**config.mk**
```make
export PLATFORM = sky130hd
export DESIGN_NAME = control_edicion_hora
export DESIGN_NICKNAME = d
export VERILOG_FILES = /design/src/rtl/pkg_reloj.sv /design/src/rtl/detector_flanco.sv /design/src/rtl/control_edicion_hora.sv
export SDC_FILE = /design/constraint.sdc
export NUM_CORES = 1
export LEC_CHECK = 0
export ABC_AREA = 1
export CORE_MARGIN = 2
export CORE_UTILIZATION = 55
export CTS_CLUSTER_SIZE = 8
export DETAILED_ROUTE_END_ITERATION = 8
export GPL_TIMING_DRIVEN = 0
export PLACE_DENSITY = 0.76
export SLEW_MARGIN = 20
export SYNTH_ARGS = -nofsm -noshare
export SYNTH_HDL_FRONTEND = slang
export SYNTH_SLANG_ARGS = --single-unit
```
**constraint.sdc**
```tcl
create_clock -name clk -period 3.6 [get_ports clk]
set_clock_uncertainty 0.2 [all_clocks]
set_input_delay 0.72 -clock clk [delete_from_list [all_inputs] [get_ports clk]]
set_output_delay 0.72 -clock clk [all_outputs]
set_load 0.02 [all_outputs]
```
**src/rtl/pkg_reloj.sv**
```systemverilog
// Shared definitions for the time/date/timer edit sequencer: field codes,
// FSM state encoding and the field ring navigation helpers.
package pkg_reloj;

    localparam int CONT_W = 8;

    localparam logic [3:0] CAMPO_NINGUNO = 4'd0;
    localparam logic [3:0] CAMPO_HH_R    = 4'd1;
    localparam logic [3:0] CAMPO_MM_R    = 4'd2;
    localparam logic [3:0] CAMPO_SS_R    = 4'd3;
    localparam logic [3:0] CAMPO_DD_F    = 4'd4;
    localparam logic [3:0] CAMPO_MM_F    = 4'd5;
    localparam logic [3:0] CAMPO_AA_F    = 4'd6;
    localparam logic [3:0] CAMPO_SS_T    = 4'd8;
    localparam logic [3:0] CAMPO_MM_T    = 4'd9;
    localparam logic [3:0] CAMPO_HH_T    = 4'd10;

    typedef enum logic [1:0] {
        REPOSO   = 2'd0,
        EDITAR   = 2'd1,
        SOSTENER = 2'd2,
        REPETIR  = 2'd3
    } estado_t;

    function automatic logic [3:0] campo_siguiente(input logic [3:0] c);
        case (c)
            CAMPO_HH_R: return CAMPO_MM_R;
            CAMPO_MM_R: return CAMPO_SS_R;
            CAMPO_SS_R: return CAMPO_DD_F;
            CAMPO_DD_F: return CAMPO_MM_F;
            CAMPO_MM_F: return CAMPO_AA_F;
            CAMPO_AA_F: return CAMPO_SS_T;
            CAMPO_SS_T: return CAMPO_MM_T;
            CAMPO_MM_T: return CAMPO_HH_T;
            default:    return CAMPO_HH_R;
        endcase
    endfunction

    function automatic logic [3:0] campo_anterior(input logic [3:0] c);
        case (c)
            CAMPO_MM_R: return CAMPO_HH_R;
            CAMPO_SS_R: return CAMPO_MM_R;
            CAMPO_DD_F: return CAMPO_SS_R;
            CAMPO_MM_F: return CAMPO_DD_F;
            CAMPO_AA_F: return CAMPO_MM_F;
            CAMPO_SS_T: return CAMPO_AA_F;
            CAMPO_MM_T: return CAMPO_SS_T;
            CAMPO_HH_T: return CAMPO_MM_T;
            default:    return CAMPO_HH_T;
        endcase
    endfunction

    function automatic logic [CONT_W-1:0] cuenta_sat(input logic [CONT_W-1:0] c,
                                                     input logic en);
        if (en && (c != {CONT_W{1'b1}}))
            return c + 1'b1;
        return c;
    endfunction

endpackage

```
**src/rtl/detector_flanco.sv**
```systemverilog
// Rising-edge detector for debounced button levels. A level already high
// when reset is released is not armed until it has been seen low once.
module detector_flanco #(
    parameter int ANCHO = 5
) (
    input  logic             clk,
    input  logic             reset,
    input  logic [ANCHO-1:0] entrada,
    output logic [ANCHO-1:0] flanco
);

    logic [ANCHO-1:0] previo_q, previo_d;
    logic [ANCHO-1:0] armado_q, armado_d;

    always_comb begin
        previo_d = entrada;
        armado_d = armado_q | ~entrada;
        flanco   = entrada & ~previo_q & armado_q;
    end

    always_ff @(posedge clk) begin
        if (reset) begin
            previo_q <= '0;
            armado_q <= '0;
        end else begin
            previo_q <= previo_d;
            armado_q <= armado_d;
        end
    end

endmodule

```
**src/rtl/control_edicion_hora.sv**
```systemverilog
// Edit-mode sequencer: button edges -> field select and Arriba/Abajo step pulses.
// Press-and-hold auto-repeat is built only with CONTROL_EDICION_AUTO_REPEAT_EN.
//
// state    | meaning
// REPOSO   | not editing, contadoresH = 0
// EDITAR   | editing, no step button held
// SOSTENER | step button held, waiting DELAY_TICKS before repeating
// REPETIR  | step button held, one pulse per tick_rep
module control_edicion_hora
    import pkg_reloj::*;
#(
    parameter int DELAY_TICKS   = 2,
    parameter int TIMEOUT_TICKS = 40
) (
    input  logic       clk,
    input  logic       reset,
    input  logic       tick_rep,
    input  logic       btn_prog,
    input  logic       btn_derecha,
    input  logic       btn_izquierda,
    input  logic       btn_arriba,
    input  logic       btn_abajo,
    output logic [3:0] contadoresH,
    output logic       Arriba,
    output logic       Abajo,
    output logic       editando
);

    localparam int B_PROG = 0;
    localparam int B_DER  = 1;
    localparam int B_IZQ  = 2;
    localparam int B_ARR  = 3;
    localparam int B_ABA  = 4;

    localparam logic [CONT_W-1:0] LIM_INACT = CONT_W'(TIMEOUT_TICKS);

    logic [4:0] botones;
    logic [4:0] flanco;

    assign botones = {btn_abajo, btn_arriba, btn_izquierda, btn_derecha, btn_prog};

    detector_flanco #(.ANCHO(5)) u_flanco (
        .clk     (clk),
        .reset   (reset),
        .entrada (botones),
        .flanco  (flanco)
    );

    estado_t           estado_q, estado_d;
    logic [3:0]        campo_q, campo_d;
    logic              arriba_q, arriba_d;
    logic              abajo_q, abajo_d;
    logic              editando_q, editando_d;
    logic [CONT_W-1:0] inact_q, inact_d, inact_inc;
    logic              hay_flanco, campo_ok, paso_ok;

`ifdef CONTROL_EDICION_AUTO_REPEAT_EN
    localparam logic [CONT_W-1:0] LIM_RET = CONT_W'(DELAY_TICKS);

    logic              sube_q, sube_d;
    logic [CONT_W-1:0] retardo_q, retardo_d, retardo_inc;
    logic              sostenido, otro;

    assign sostenido = sube_q ? btn_arriba : btn_abajo;
    assign otro      = sube_q ? btn_abajo  : btn_arriba;
`endif

    always_comb begin
        estado_d   = estado_q;
        campo_d    = campo_q;
        arriba_d   = 1'b0;
        abajo_d    = 1'b0;
        inact_inc  = cuenta_sat(inact_q, tick_rep);
        inact_d    = inact_inc;
        hay_flanco = |flanco;
        campo_ok   = flanco[B_DER] ^ flanco[B_IZQ];
        paso_ok    = flanco[B_ARR] ^ flanco[B_ABA];
`ifdef CONTROL_EDICION_AUTO_REPEAT_EN
        sube_d      = sube_q;
        retardo_inc = cuenta_sat(retardo_q, tick_rep);
        retardo_d   = retardo_inc;
`endif

        if (estado_q == REPOSO) begin
            inact_d = '0;
            if (flanco[B_PROG]) begin
                estado_d = EDITAR;
                campo_d  = CAMPO_HH_R;
            end
        end else begin
            if (hay_flanco)
                inact_d = '0;
            if (flanco[B_PROG] || (!hay_flanco && inact_inc >= LIM_INACT)) begin
                estado_d = REPOSO;
                campo_d  = CAMPO_NINGUNO;
            end else if (campo_ok) begin
                campo_d  = flanco[B_DER] ? campo_siguiente(campo_q) : campo_anterior(campo_q);
                estado_d = EDITAR;
            end else begin
                case (estado_q)
                    EDITAR: begin
                        if (paso_ok) begin
                            arriba_d = flanco[B_ARR];
                            abajo_d  = flanco[B_ABA];
`ifdef CONTROL_EDICION_AUTO_REPEAT_EN
                            estado_d = SOSTENER;
                            sube_d   = flanco[B_ARR];
`endif
                        end
                    end
`ifdef CONTROL_EDICION_AUTO_REPEAT_EN
                    SOSTENER: begin
                        if (!sostenido || otro)
                            estado_d = EDITAR;
                        else if (tick_rep && retardo_inc >= LIM_RET)
                            estado_d = REPETIR;
                    end
                    REPETIR: begin
                        if (!sostenido || otro) begin
                            estado_d = EDITAR;
                        end else if (tick_rep) begin
                            arriba_d = sube_q;
                            abajo_d  = !sube_q;
                            inact_d  = '0;
                        end
                    end
`endif
                    default: estado_d = EDITAR;
                endcase
            end
        end

        // every state change restarts both timers
        if (estado_d != estado_q) begin
            inact_d = '0;
`ifdef CONTROL_EDICION_AUTO_REPEAT_EN
            retardo_d = '0;
`endif
        end
        editando_d = (estado_d != REPOSO);
    end

    always_ff @(posedge clk) begin
        if (reset) begin
            estado_q   <= REPOSO;
            campo_q    <= CAMPO_NINGUNO;
            arriba_q   <= 1'b0;
            abajo_q    <= 1'b0;
            editando_q <= 1'b0;
            inact_q    <= '0;
        end else begin
            estado_q   <= estado_d;
            campo_q    <= campo_d;
            arriba_q   <= arriba_d;
            abajo_q    <= abajo_d;
            editando_q <= editando_d;
            inact_q    <= inact_d;
        end
    end

`ifdef CONTROL_EDICION_AUTO_REPEAT_EN
    always_ff @(posedge clk) begin
        if (reset) begin
            sube_q    <= 1'b0;
            retardo_q <= '0;
        end else begin
            sube_q    <= sube_d;
            retardo_q <= retardo_d;
        end
    end
`endif

    assign contadoresH = campo_q;
    assign Arriba      = arriba_q;
    assign Abajo       = abajo_q;
    assign editando    = editando_q;

endmodule
```
==> results of run 1 <==
==> cells by family after synthesis <==
group	Yosys count	share of synthesized area, %
simple gates	147	40.48
buf+inv	39	8.944
flops	35	37.66
compound gates	16	6.187
fa+ha+maj	9	6.053
xor+xnor	1	0.4708
other cells	1	0.2016
==> worst min-delay path by stage <==
stage	startpoint	to	slack (ns)	cells past startpoint
6_report	u_flanco.armado_q[2]$_SDFF_PP0_	u_flanco.armado_q[2]$_SDFF_PP0_	0.26	2
5_1_grt	u_flanco.armado_q[2]$_SDFF_PP0_	u_flanco.armado_q[2]$_SDFF_PP0_	0.30	2
4_1_cts	u_flanco.armado_q[2]$_SDFF_PP0_	u_flanco.armado_q[2]$_SDFF_PP0_	0.26	2
3_5_place_dp	u_flanco.armado_q[2]$_SDFF_PP0_	u_flanco.armado_q[2]$_SDFF_PP0_	0.25	2
3_3_place_gp	u_flanco.armado_q[2]$_SDFF_PP0_	u_flanco.armado_q[2]$_SDFF_PP0_	0.25	2
2_1_floorplan	u_flanco.armado_q[1]$_SDFF_PP0_	u_flanco.armado_q[1]$_SDFF_PP0_	0.23	2
==> critical path, stage by stage <==
cell and delay [ns]:
clkdlybuf4s50_1 0.48, inv_1 0.08, nor3_4 0.23, inv_1 0.17
ha_1 0.35, nor2_2 0.20, nand3_4 0.12, nand2_4 0.12
nand2_1 0.09, nand3_2 0.15, inv_1 0.08, ha_1 0.30
nand4_1 0.12, nand2_1 0.06, nand2_1 0.05, nand2_1 0.06
==> through the flow <==
stage / instances / util (%)
after global routing: 314 / 64.50
after global placement: 307 / 62.36
after CTS: 314 / 64.23
after floorplan: 248 / -
after detailed placement: 307 / 62.36
final: 314 / 64.50
==> routing by layer <==
layer	GRT usage, %	vias to the layer above	part of all wire [%]
met3	4.891	7	3.3
met4	6.667	0	1.7
met2	35.60	21	50
li1	-	818	-
met5	0	-	0
met1	20.82	693	45
==> cell usage after synthesis, types with 2 or more instances <==
cell type   n
o21ai_2     2
ha_1        9
nand3_1    11
and3_1      2
nand2_1    72
nand3_2     3
o21ai_1     2
nand4_1    10
nand2_2     7
nand3_4     4
a21oi_1     7
a21oi_2     3
nand2_4     4
dfxtp_1    35
nor2_2      2
nor2_1     26
inv_1      32
nor3_1      3
==> layout make-up <==
type                            count  area (µm²)  area share, %
Tap cell                           46       57.56          2.717
Inverter                           36       143.9          6.793
Sequential cell                    35       700.7          33.08
Clock inverter                      1       5.005         0.2363
Clock buffer                        6       51.30          2.422
Timing Repair Buffer               13       130.1          6.143
Multi-Input combinational cell    174        1007          47.55
Buffer                              3       22.52          1.063
==> report_power, final <==
| group | internal (µW) | switching, µW |
|---|---|---|
| registers | 425 | 12.9 |
| logic | 84.1 | 136 |
| clock network | 90.4 | 122 |
| total | 599 | 271 |
==> what timing repair did <==
item	in CTS	in global routing
pin swaps	0	1
endpoints found under the setup margin	6	4
resized for setup	1	2
cloned	0	0
==> run metrics, run 1 <==
outcome complete, no violations; Power, Total about 870 µW; CTS tree yes; Syn-to-layout area delta 13.85%; via count around 1500; CTS buffer count 5; most frequent cells in the layout nand2_1, dfxtp_1, inv_1, nor2_1, clkdlybuf4s50_1; #FFs+latches synth 35; CP Capture Type flip-flop; HPWL after detailed placement 2560 µm; setup TNS 0 ns; Startpoint Class input pin; Hold WC Path Type flip-flop to flip-flop; sequential area share after synthesis 37.66%; WL/cell 10.56 µm; GP Congestion slightly above 0.8; Design Area, Final around 2100 µm²; Final setup violation count 0; top cells by area, synth dfxtp_1, nand2_1, inv_1; post-route setup slack 0.2531 ns; Reg2Reg Depth 20; initial core utilization 56.65%; Max Cap Viol 0; Final Hold Viols 0; CP startpoint btn_derecha; Fin Hold WS 0.2633 ns; Reg clk slew, reported paths approximately 0.1 ns; Period minus WS final around 3.3 ns; Yosys top cell area share 37.66%; number of diodes 0; Antenna Nets Post-Route 0; maximum vdd drop around 0.00027 V; Die Area 3864 µm²; ys async rst share 0%; setup bufs post-CTS 0; number of remaining DRC errors 0; clk buf depth 2; Final nets about 290; Post-Syn Instances 248; R2R setup slack approximately 0.71 ns; htree depth 2; initial antenna violation count 0; period utilisation layout between 90% and 100%; global-route wire length before repair between 5000 and 6000 µm; I/O pin count 15; post-synthesis average cell area ~7.5 µm²; Fillers 307; proportion of layout cells with a drive suffix above 1 about 16%; grt ovf 0; Synth Flop Type dfxtp_1; clock root cell clkbuf_4; CP Data Required Time approximately 3.6 ns; overall routing resource usage 19.08%; core region area 3284 µm²; PwrDens approximately 410 nW/µm²; fmax 298.8 MHz; Mapped Area 1861 µm²; Avg Vias per Cell 4.901; most common cell after layout, fill and taps aside nand2_1; Post-DP Area 2048 µm²; vias in the first global route 1428; post-synth net total 265; Setup WS pre-CTS -0.5763 ns; WP data arrival 3.37 ns; Die H 62.16 µm; Final Max Tran Viols 0; leakage power about 0.0010 µW; Yosys Warn Count 0; FF-to-FF Start inact_q[1]$_SDFF_PP0_; top cell type by total area after synthesis dfxtp_1; Routed Wire Length 3317 µm; die extent in x 62.16 µm; RSZ-0062 raised after global routing false; crit path kind input pin to flip-flop; post-synth cell types 32; CP max FO 6; pin count of the biggest net entering global routing 11; clk sinks 35; site row count 21; First-pass DRT Iterations 4; number of DRC markers in iteration 0 88; Hold-fix buffers, CTS 0; I/O Buffers 13; Post-synth EDFFs 0; clock latency at the later pin of the worst-skew pair 0.34 ns
Note: power is estimated with default switching activity, not from simulation.
==> run 2, diff against run 1 <==
DONT_BUFFER_PORTS = 1   (was default)
PLACE_DENSITY = 0.7   (was 0.76)
==> run 2 against run 1 <==
Against the previous run: wire length decreased by 6.7%; utilization fell by 3.7 points; combinational power shrank 15%; non-clock buffer count shrank 13; clock power grew 25%; final cell count shrank 4.1%; via count decreased by 5.5%; sequential power is 2% higher; clock-buffer cell count shrank 1; hold slack better by 0.0012 ns; largest power group unchanged.
==> run metrics, run 2 (synthesized netlist as in run 1, its figures left out) <==
post-layout util 60.84% (-3.7 points); WP data arrival 3.12 ns (-0.25 ns); most frequent cells in the layout nand2_1, dfxtp_1, inv_1, nor2_1, nand3_1; clk sinks 35 (unchanged); number of diodes 0 (unchanged); Psw 267.9 µW (-1.2%); Die Area 3864 µm² (unchanged); CTS resizes 0 (-1); site row count 21 (unchanged); setup bufs post-CTS 0 (unchanged); First-pass DRT Iterations 4 (unchanged); Max Cap Viol 0 (unchanged); CP Capture Type flip-flop; RSZ-0062 raised after global routing false; htree depth 2 (unchanged); proportion of layout cells with a drive suffix above 1 16.47% (+0.43 points); I/O pin count 15 (unchanged); vias in the first global route 1318 (-7.7%); maximum vdd drop 0.0002623 V (-3.4%); period utilisation layout 85.49% (-7.5 points); PwrDens 451.1 nW/µm² (+9.8%); Startpoint Class input pin; outcome complete, no violations; most common cell after layout, fill and taps aside nand2_1; number of DRC markers in iteration 0 73 (-17%); global-route wire length before repair 5547 µm (-7.4%); CP Data Required Time 3.64 ns (about the same); GP Congestion 0.7845 (-4.3%); crit path kind input pin to flip-flop; WL/cell 10.28 µm (-2.7%); Design Area, Final 1998 µm² (-5.7%); overall routing resource usage 17.75% (-1.3 points); Antenna Nets Post-Route 0 (unchanged); Final Hold Viols 0 (unchanged); Final setup violation count 0 (unchanged); clock latency at the later pin of the worst-skew pair 0.33 ns (about the same); Final Max Tran Viols 0 (unchanged); initial core utilization 56.65% (unchanged); Flop pwr share 49.6% (-0.7 points); P_int 633.5 µW (+5.7%); HPWL after detailed placement 2419 µm (-5.5%); CP max FO 6 (unchanged); Hold WC Path Type input pin to flip-flop; R2R setup slack 0.61 ns (-0.10 ns); Post-DP Area 1918 µm² (-6.4%); clk buf depth 2 (unchanged); grt ovf 0 (unchanged); clock root cell clkbuf_4; Net Sw Frac 29.72% (-1.4 points); Reg clk slew, reported paths 0.10 ns (about the same); die extent in x 62.16 µm (unchanged); CTS buffer count 5 (unchanged); clock network power share 29.5% (+5.1 points); leakage power 0.0009573 µW (-4.6%); I/O Buffers 0 (-13); fmax 324.9 MHz (+8.7%); via count 1455 (-5.5%); Hold-fix buffers, CTS 0 (unchanged); number of remaining DRC errors 0 (unchanged); Syn-to-layout area delta 7.398%; Final nets 272 (-4.6%); Routed Wire Length 3094 µm (-6.7%); Die H 62.16 µm (unchanged); Comb power frac 20.9% (-4.4 points); CTS tree yes; initial antenna violation count 0 (unchanged); Avg Vias per Cell 4.834 (-1.4%); pin count of the biggest net entering global routing 12 (+1); Period minus WS final 3.078 ns (-0.2693 ns); core region area 3284 µm² (unchanged)
==> run 2: critical path, stage by stage <==
cell and delay (ns):
inv_1 0.03, nor3_2 0.36, inv_1 0.20, ha_1 0.36, nor2_1 0.26, nand3_4 0.14
nand2_4 0.11, nand2_1 0.09, nand3_2 0.15, inv_1 0.09, ha_1 0.31, nand4_1 0.12
nand2_1 0.06, nand2_1 0.06, nand2_1 0.05
==> run 2: layer usage <==
metal	global-route usage (%)	vias up	share of wire (%)
li1	-	788	-
met1	19.50	641	45
met2	32.88	21	51
met3	4.891	5	2.8
met4	5.833	0	1.7
met5	0	-	0
==> run 2: worst paths after layout <==
check,cells past startpoint,to,from
max,15,flip-flop,btn_derecha
min,1,u_flanco.armado_q[2]$_SDFF_PP0_,btn_izquierda
max reg2reg,14,flip-flop,u_flanco.previo_q[1]$_SDFF_PP0_
min reg2reg,2,u_flanco.armado_q[2]$_SDFF_PP0_,u_flanco.armado_q[2]$_SDFF_PP0_
==> run 2: cell type report <==
cell class                 instances  area (µm²)
clock buffer                       5       37.54
clock inverter                     2       37.54
tap                               46       57.56
sequential                        35       700.7
fill                             316        1286
buffer                             3       22.52
multi-input combinational        174       998.5
inverter                          36       143.9
==> run 2: power by group through the flow <==
stage	clock, µW	combinational, µW	sequential, µW
6_report	266	188	447
5_1_grt	290	214	450
4_1_cts	275	190	447
3_5_place_dp	0	190	456
3_3_place_gp	0	188	456
2_1_floorplan	0	160	453
==> run 2: per-stage QoR <==
step | hold slack, ns | std cells | TNS (ns) | power (µW) | worst slack [ns]
after floorplan | 0.2321 | 248 | 0 | 612.3 | 0.4211
after global routing | 0.2403 | 301 | 0 | 954.4 | 0.2911
after global placement | 0.2419 | 294 | -0.2643 | 643.4 | -0.08697
after detailed placement | 0.2522 | 294 | -0.3223 | 645.9 | -0.1089
final | 0.2644 | 301 | 0 | 901.4 | 0.5224
after CTS | 0.2482 | 301 | 0 | 912.4 | 0.2415
==> run 3, diff against run 2 <==
CORE_MARGIN = 3   (was 2)
==> run 3 against run 2 <==
Against the previous run: clock-buffer cell count increased by 1; hold slack worse by 0.013 ns; first-iteration DRC count stayed put; final cell count decreased by 0.33%; maximum frequency is 6.9% lower; flip-flop and latch count did not move; total power rose by 4.1%; global-route usage shrank 0.14 points.
==> run metrics, run 3 (synthesized netlist as in run 1, its figures left out) <==
Period minus WS final 3.306 ns (+0.2288 ns); number of DRC markers in iteration 0 73 (unchanged); GP Congestion 0.8510 (+8.5%); die extent in x 64.16 µm (+3.2%); Reg clk slew, reported paths 0.11 ns (about the same); Post-DP Area 1916 µm² (-0.13%); register area 700.7 µm² (unchanged); HPWL after detailed placement 2468 µm (+2.0%); grt ovf 0 (unchanged); Syn-to-layout area delta 7.801%; period utilisation layout 91.84% (+6.4 points); htree depth 2 (unchanged); leakage power 0.0009673 µW (+1.0%); I/O pin count 15 (unchanged); Antenna Nets Post-Route 0 (unchanged); via count 1467 (+0.82%); Hold-fix buffers, CTS 0 (unchanged); WP data arrival 3.35 ns (+0.23 ns); global-route wire length before repair 5609 µm (+1.1%); Design Area, Final 2006 µm² (+0.38%); Slew headroom 54.11%; clock root cell clkbuf_4; crit path kind input pin to flip-flop; vias in the first global route 1357 (+3.0%); setup bufs post-CTS 0 (unchanged); Avg Vias per Cell 4.890 (+1.2%); CP Data Required Time 3.65 ns (about the same); outcome complete, no violations; Fin Hold WS 0.2510 ns (-0.01343 ns); clk buf depth 2 (unchanged); CTS buffer count 5 (unchanged); Routed Wire Length 3173 µm (+2.6%); number of diodes 0 (unchanged); Max Cap Viol 0 (unchanged); pin count of the biggest net entering global routing 13 (+1); Startpoint Class input pin; clock latency at the later pin of the worst-skew pair 0.34 ns (about the same); CTS tree yes; Worst-Margin Slew 0.6832 ns; proportion of layout cells with a drive suffix above 1 16.41% (-0.064 points); most common cell after layout, fill and taps aside nand2_1; Fillers 307 (-2.8%); site row count 20 (-4.8%); initial core utilization 59.48% (+2.8 points); most frequent cells in the layout nand2_1, dfxtp_1, inv_1, nor2_1, nand3_1; clk sinks 35 (unchanged); Final Max Tran Viols 0 (unchanged); CP max FO 6 (unchanged); CP Capture Type flip-flop; Hold WC Path Type input pin to flip-flop; Die H 64.16 µm (+3.2%); fmax 302.4 MHz (-6.9%); initial antenna violation count 0 (unchanged); RSZ-0062 raised after global routing false; overall routing resource usage 17.61% (-0.14 points); Final nets 272 (unchanged); number of remaining DRC errors 0 (unchanged); WL/cell 10.58 µm (+2.9%); PwrDens 467.7 nW/µm² (+3.7%); core region area 3128 µm² (-4.8%); I/O Buffers 0 (unchanged); Final setup violation count 0 (unchanged); maximum vdd drop 0.0003933 V (+50%); First-pass DRT Iterations 4 (unchanged); CTS resizes 0 (unchanged); multi-input logic area 993.5 µm² (-0.50%); Die Area 4117 µm² (+6.5%); Final Hold Viols 0 (unchanged)
## run 3: cell count changes in the layout (fill, tap and decap cells not counted)
| cell | previous run | this run |
|---|---|---|
| inv_6 | 1 | 2 |
| clkbuf_8 | 1 | 2 |
| nor3_2 | 1 | 0 |
| nor3_1 | 2 | 3 |
| clkinvlp_4 | 1 | 0 |
## run 3: critical path: stages
cell and delay (ns):
inv_1 0.03, nor3_1 0.56, inv_1 0.23, ha_1 0.37, nor2_1 0.26, nand3_4 0.14
nand2_4 0.12, nand2_1 0.10, nand3_2 0.15, inv_1 0.08, ha_1 0.30, nand4_1 0.12
nand2_1 0.06, nand2_1 0.06, nand2_1 0.05
## run 3: area by class of cell
| class | instances | area share (%) |
|---|---|---|
| Multi-Input combinational cell | 174 | 49.53 |
| Sequential cell | 35 | 34.93 |
| Inverter | 36 | 7.174 |
| Tap cell | 44 | 2.745 |
| Clock buffer | 6 | 2.558 |
| Clock inverter | 2 | 1.934 |
| Buffer | 3 | 1.123 |
## run 3: power breakdown
part / switching (µW) / internal (µW)
Clock: 136 / 168
Sequential: 22.0 / 425
Combinational: 121 / 66.1
Total: 280 / 658
## run 3: final timing paths
path	end	slack (ns)	from	depth (start not counted)
setup / recovery	flip-flop	0.29	btn_derecha	15
hold / removal	u_flanco.armado_q[2]$_SDFF_PP0_	0.25	btn_izquierda	1
setup reg to reg	flip-flop	0.36	u_flanco.previo_q[1]$_SDFF_PP0_	14
hold reg to reg	u_flanco.armado_q[3]$_SDFF_PP0_	0.26	u_flanco.armado_q[3]$_SDFF_PP0_	2
## run 3: per-stage QoR
step                      util [%]  cells  setup slack (ns)  power [µW]  setup TNS, ns
after floorplan                  -    248            0.4211       612.3              0
after global placement       61.24    292          -0.03857       643.1       -0.07580
after detailed placement     61.24    292          -0.07195       645.6        -0.1759
after CTS                    64.12    300            0.2803       953.0              0
after global routing         64.12    300           0.02489       987.3              0
final                        64.12    300            0.2936       938.1              0
## run 3: layer usage
layer  GRT usage, %  share of wire [%]  routed length, µm
met1          18.70                 45               1419
met2          31.74                 50               1579
met3          5.272                3.5                112
met4          7.916                1.9                 61
met5              0                  0                  0
